## config.mk

```make
export PLATFORM = sky130hd
export DESIGN_NAME = mod60
export DESIGN_NICKNAME = d
export VERILOG_FILES = /design/src/rtl/timer0_pkg.sv /design/src/rtl/mod60_bcd_digit.sv /design/src/rtl/mod60.sv
export SDC_FILE = /design/constraint.sdc
export NUM_CORES = 1
export LEC_CHECK = 0
export CAP_MARGIN = 20
export CORE_AREA = 2 2 39 41
export DETAILED_ROUTE_END_ITERATION = 6
export DIE_AREA = 0 0 41 43
export HOLD_SLACK_MARGIN = 0.12
export PLACE_DENSITY = 0.67
export SYNTH_ARGS = -nofsm -noshare
export SYNTH_HDL_FRONTEND = slang
export SYNTH_HIERARCHICAL = 1
export SYNTH_SLANG_ARGS = --single-unit
export TNS_END_PERCENT = 5
```

## constraint.sdc

```tcl
create_clock -name clk -period 1.9 [get_ports clk]
set_input_delay 0.285 -clock clk [delete_from_list [all_inputs] [get_ports clk]]
set_output_delay 0.285 -clock clk [all_outputs]
set_load 0.05 [all_outputs]
```

## src/rtl/timer0_pkg.sv

```systemverilog
// Shared constants for the BCD timer stages: digit widths, digit limits and
// a helper that decides whether a 7-bit BCD preset is a legal minute/second value.
package timer0_pkg;
    localparam int DIGIT_W  = 4;
    localparam int ONES_MAX = 9;
    localparam int TENS_MAX = 5;
    localparam int CNT_W    = 7;
    localparam int TENS_W   = CNT_W - DIGIT_W;

    function automatic logic bcd60_valid(input logic [CNT_W-1:0] val);
        return (val[CNT_W-1:DIGIT_W] <= TENS_W'(TENS_MAX)) &&
               (val[DIGIT_W-1:0] <= DIGIT_W'(ONES_MAX));
    endfunction
endpackage

```

## src/rtl/mod60_bcd_digit.sv

```systemverilog
// One BCD digit: loads, or increments on inc_in and wraps at MAX.
// carry_out is combinational so the next digit advances on the same edge.
module bcd_digit #(
    parameter int W   = 4,
    parameter int MAX = 9
) (
    input  logic         clk,
    input  logic         rst,
    input  logic         inc_in,
    input  logic         load,
    input  logic [W-1:0] load_val,
    output logic [W-1:0] digit,
    output logic         carry_out
);
    localparam logic [W-1:0] MAX_V = W'(MAX);

    logic [W-1:0] r_digit;

    always_ff @(posedge clk or posedge rst) begin
        if (rst) begin
            r_digit <= '0;
        end else if (load) begin
            r_digit <= load_val;
        end else if (inc_in) begin
            r_digit <= (r_digit == MAX_V) ? '0 : r_digit + 1'b1;
        end
    end

    assign digit     = r_digit;
    assign carry_out = inc_in & (r_digit == MAX_V);
endmodule

```

## src/rtl/mod60.sv

```systemverilog
// BCD 00..59 counter with validated preset; tc cascades into the hour stage.
// A rejected preset leaves the count alone and raises load_err for one cycle.
module mod60
    import timer0_pkg::*;
(
    input  logic             clk,
    input  logic             rst,
    input  logic             en,
    input  logic             load,
    input  logic [CNT_W-1:0] load_val,
    output logic             tc,
    output logic [CNT_W-1:0] cnt_num,
    output logic             load_err
);
    logic              w_load_ok;
    logic              w_inc;
    logic              w_ones_carry;
    logic              w_tens_carry;
    logic [DIGIT_W-1:0] w_ones;
    logic [TENS_W-1:0]  w_tens;
    logic              r_load_err;

    assign w_load_ok = load & bcd60_valid(load_val);
    // Any load strobe, valid or not, swallows the en tick of that cycle.
    assign w_inc     = en & ~load;

    bcd_digit #(.W(DIGIT_W), .MAX(ONES_MAX)) u_ones (
        .clk       (clk),
        .rst       (rst),
        .inc_in    (w_inc),
        .load      (w_load_ok),
        .load_val  (load_val[DIGIT_W-1:0]),
        .digit     (w_ones),
        .carry_out (w_ones_carry)
    );

    bcd_digit #(.W(TENS_W), .MAX(TENS_MAX)) u_tens (
        .clk       (clk),
        .rst       (rst),
        .inc_in    (w_ones_carry),
        .load      (w_load_ok),
        .load_val  (load_val[CNT_W-1:DIGIT_W]),
        .digit     (w_tens),
        .carry_out (w_tens_carry)
    );

    always_ff @(posedge clk or posedge rst) begin
        if (rst) begin
            r_load_err <= 1'b0;
        end else begin
            r_load_err <= load & ~w_load_ok;
        end
    end

    assign cnt_num  = {w_tens, w_ones};
    assign tc       = w_tens_carry;
    assign load_err = r_load_err;
endmodule

```

Word level (Yosys, flattened, before mapping)

Index checks and enable logic that the tools add are counted.

Register bits: 8

Multiplexer cells: 6
Bitwise operators: 7
$add $sub $neg: 2
Reduce and logical (&&, ||, !) cells: 3
Eq/ne operators: 2
Order comparisons: 2

Operator list:

| operator              | count |
|---|---|
| $mux W4               | 3 |
| $mux W3               | 3 |
| $and A1 B1 Y1         | 5 |
| $add A4 B1 Y4 const B | 1 |
| $eq A4 B4 Y1 const B  | 1 |
| $le A4 B4 Y1 const B  | 1 |
| $reduce_bool A2 Y1    | 2 |
| $add A3 B1 Y3 const B | 1 |
| $eq A3 B3 Y1 const B  | 1 |
| $le A3 B3 Y1 const B  | 1 |
| $not A1 Y1            | 2 |
| $logic_and A1 B1 Y1   | 1 |

Logic depth before layout (Yosys ltp)

Depth after elaboration: 5
Depth in mapped cells: 5
Gate-level depth less buffers: 5

By module

The synthesis kept the hierarchy.

By module, submodules not included:

| module             | area an instance (µm²) | cells an instance | sequential area each (µm²) | instances |
|---|---|---|---|---|
| bcd_digit (u_ones) | 224.0                  | 25                | 100.1                      | 1 |
| bcd_digit (u_tens) | 175.2                  | 16                | 75.1                       | 1 |
| mod60              | 57.6                   | 7                 | 25.0                       | 1 |

Least setup slack after synthesis

Ideal clock, no wire load.

Kind: register to output
From: register u_ones.r_digit[3] (netlist: u_ones/digit[3])
To: output tc
Stages on the path, launching flop included: 4
Data arrival time: 1.721 ns
Path slack: -0.106 ns
Path through: dfrtp_1 nor2b_1 nor3b_1 and4b_2

Word-level cells in the longest chain between the ends: 3

Ends and longest elaborated chain:

| item                   | line                  | source |
|---|---|---|
| start, declared        | mod60_bcd_digit.sv:17 | `logic [W-1:0] r_digit;` |
| start signal, assigned | mod60_bcd_digit.sv:23 | `r_digit <= load_val;` |
| start signal, assigned | mod60_bcd_digit.sv:25 | `r_digit <= (r_digit == MAX_V) ? '0 : r_digit + 1'b1;` |
| $eq A4 B4 Y1           | mod60_bcd_digit.sv:30 | `assign carry_out = inc_in & (r_digit == MAX_V);` |
| $and A1 B1 Y1          | mod60_bcd_digit.sv:30 |  |
| via w_ones_carry       | mod60.sv:17           | `logic w_ones_carry;` |
| $and A1 B1 Y1          | mod60_bcd_digit.sv:30 |  |
| end, declared          | mod60.sv:11           | `output logic tc,` |

The timed path passes the listed nets, and every way through them passes these cells.

Final worst setup path

From: register u_tens.r_digit[0] (netlist: u_tens/digit[0])
To: output cnt_num[4]

RTL lines:

| item                   | line                  | source |
|---|---|---|
| start, declared        | mod60_bcd_digit.sv:17 |  |
| start signal, assigned | mod60_bcd_digit.sv:23 |  |
| start signal, assigned | mod60_bcd_digit.sv:25 |  |
| end, declared          | mod60.sv:12           | `output logic [CNT_W-1:0] cnt_num,` |

No word-level cell between the ends.

==> flow_metrics.py <==
metrics = {
    "clock_tree": {
        "numClockSinks": 8,
        "cts_tree": "done",
        "clkLatencyLatePin_ns": 0.26,
        "ctsLongestPathBuffers": 2,
        "numCtsBuffers": 3,
        "clkTransAtPathRegs_ns": 0.07,
        "cts-root-buf": "clkbuf_4",
        "htree_levels": 1,
    },
    "synth": {
        "muxShareOfSynthArea_pct": 0,
        "synth_seq_cells": 8,
        "synth_compound_area_share_pct": 19.73,
        "async_flop_share_pct": 100.0,
        "netlist.area_leader.share_pct": 43.84,
        "synth_simple_gate_area_share_pct": 27.40,
        "syn-instance-count": 48,
        "synth_fa_ha_area_share_pct": 0,
        "synth_top_cell_by_area": "dfrtp_1",
        "synth_nets": 59,
        "yosysWarnings": 6,
        "synth_edf_count": 0,
        "synthDistinctLibCells": 23,
        "ys_top_cells_by_area": "dfrtp_1, a21boi_0, and4b_1, o21ai_0, nor2b_1",
        "synth_top_family_by_area": "simple AND/OR/NAND/NOR gates",
        "ys.flop_type": "dfrtp_1",
        "synth_xor_area_share_pct": 5.753,
        "synth_area_um2": 456.7,
        "yosysSeqAreaShare_pct": 43.84,
        "syn_area_per_cell_um2": 9.514,
    },
    "setup_path": {
        "crit_type": "reg -> out",
        "arrival_ns": 1.56,
        "critPathMaxFanout": 7,
        "critPathRequiredTime_ns": 1.62,
        "path_buf_inv": 1,
        "cp-end-kind": "primary output",
        "crit_path_start_kind": "flip-flop",
        "crit_path_cell_trace": "clkdlybuf4s50_1",
        "slowest_stage": "clkdlybuf4s50_1",
        "regToRegSetupSlack_ns": 0.32,
        "r2r-end": "u_tens/digit[1]",
        "crit_family": "buffers and inverters",
        "cpPeakStageDelay_ns": 0.84,
        "rr_startpoint": "u_ones/digit[3]",
        "r2r_cells": 6,
    },
    "job": {
        "maxCapViolations": 0,
    },
    "route": {
        "routed_via_density": 4.935,
        "num_vias": 454,
        "dr.pass1.iters": 2,
        "wl_per_cell_um": 12.30,
        "ant_nets": 0,
        "post-route-drc-count": 0,
        "drt_iter0_drc": 8,
        "wirelength_mm": 1.132,
    },
    "cells_and_area": {
        "nFillCells": 138,
        "instances_no_fill": 92,
        "fin_nets": 88,
        "antenna_cells": 0,
        "syn2layout_area_growth_pct": 66.03,
        "drive_gt1_share_pct": 21.05,
        "finalInstanceArea_um2": 758.2,
        "mostFrequentLayoutCells": "clkdlybuf4s50_1, dfrtp_1, buf_4",
        "final_common_cell": "clkdlybuf4s50_1",
    },
    "placement": {
        "gp_congestion": 0.7767,
        "place_inst": 86,
        "portBuffers": 19,
        "post_dp_cell_area_um2": 704.4,
        "pre_cts_ws_ns": -0.0007739,
    },
    "status": {
        "status": "completed",
    },
    "timing": {
        "worstMarginPinSlew_ns": 0.4956,
        "hold_viol": 0,
        "rsz0062_at_grt": "no",
        "maxClockFrequency_ghz": 0.5413,
        "fin_crit_sh_pct": 97.24,
        "final_max_slew_viol_count": 0,
        "relSlewSlack_pct": 66.85,
        "fin_ws_ns": 0.05253,
        "setup_viol": 0,
        "clock_skew_ns": 0.006348,
        "period_minus_slack_ns": 1.847,
    },
    "grt": {
        "grt_use_total_pct": 14.44,
        "antenna_found_initial": 0,
        "grt_overflow": 0,
        "grt_max_degree": 13,
        "grt_first_pass_wirelength_mm": 1.697,
        "use_met1_pct": 18.36,
        "grt_use_met2_pct": 21.56,
        "gr-max-usage-layer": "met2",
        "grtUsageMet3_pct": 4.712,
        "grt_pass1_vias": 422,
    },
    "power": {
        "comb_power_share_pct": 46.0,
        "switching_power_mw": 0.3342,
        "p_seq_share_pct": 34.7,
        "power_leakage_nw": 0.3376,
        "p_int_mw": 0.4385,
        "power_density_mw_per_mm2": 1019,
        "total_power_mw": 0.7727,
        "power_frac_clock_pct": 19.3,
        "netSwitchingFraction_pct": 43.25,
        "ir_drop_v": 0.0003949,
    },
    "floorplanning": {
        "io_pins": 20,
        "dieWidth_um": 41,
        "initial_core_util_pct": 33.00,
        "die-area_mm2": 0.001763,
        "core_area_mm2": 0.001384,
        "num_rows": 14,
        "die_h_um": 43,
    },
    "hold_path": {
        "hp-class": "in -> async",
    },
}
==> sequential cells by signal (all words and copies together), names as in the netlist <==
register      cells
load_err          1
u_tens/digit      3
u_ones/digit      4
==> logic make-up after synthesis <==
family                    after synthesis
AOI/OAI and AO/OA                      14
buffers and inverters                   4
and+or+nand+nor                        19
DFF                                     8
xor gates and xnor gates                3
==> final cells by class <==
class / instances / area (µm²) / share of cell area (%)
timing repair buffer: 24 / 240.2 / 31.68
inverter: 4 / 15.01 / 1.980
sequential: 8 / 202.7 / 26.73
tap: 16 / 20.02 / 2.640
clock buffer: 4 / 26.28 / 3.465
multi-input combinational: 36 / 254.0 / 33.50
==> power by group through the flow <==
stage                     Clock [mW]  Sequential, mW  Combinational (mW)
after global placement             0           0.267               0.350
after floorplan                    0           0.399              0.0892
final                          0.149           0.268               0.355
after global routing           0.162           0.273               0.380
after detailed placement           0           0.270               0.352
after CTS                      0.149           0.268               0.354
==> cells in the mapped netlist (all sizes together) (2+ instances only) <==
master / instances
and4b: 3
a21boi: 3
nand2b: 2
nor2b: 3
nand2: 5
xnor2: 2
dfrtp: 8
o31a: 2
o21ai: 6
inv: 4
==> how the worst max path moves through the flow <==
| stage | startpoint | to | slack, ns | cells after the start |
|---|---|---|---|---|
| 3_5_place_dp | en | tc | -0.0008 | 6 |
| 4_1_cts | en | tc | 0.03 | 6 |
| 5_1_grt | u_tens/digit[0] | cnt_num[4] | 0.009 | 1 |
| 6_report | u_tens/digit[0] | cnt_num[4] | 0.05 | 1 |
| 3_3_place_gp | load | tc | 0.01 | 6 |
| 2_1_floorplan | u_ones/digit[2] | tc | 0.11 | 3 |
==> per-stage QoR <==
| step | util (%) | TNS [ns] | hold slack [ns] |
|---|---|---|---|
| finish | 54.79 | 0 | 0.2176 |
| global route | 54.79 | 0 | 0.2440 |
| CTS | 52.98 | 0 | 0.2102 |
| detailed placement | 50.90 | -0.0007739 | 0.4847 |
| global placement | 50.90 | 0 | 0.4899 |
| floorplan | - | 0 | 0.01371 |
==> repair_timing <==
| item | CTS | global route |
|---|---|---|
| buffers inserted | 0 | 2 |
| hold buffers | 0 | 0 |
| setup endpoints to repair | 1 | 1 |
| hold endpoints to repair | 0 | 0 |
| pin swaps | 0 | 2 |
| resized for setup | 1 | 3 |
==> per-layer routing <==
layer	wire length, µm	up-vias
li1	-	227
met1	532	213
met2	536	12
met3	50	2
met4	12	0
met5	0	-
Note: power is estimated with default switching activity, not from simulation.
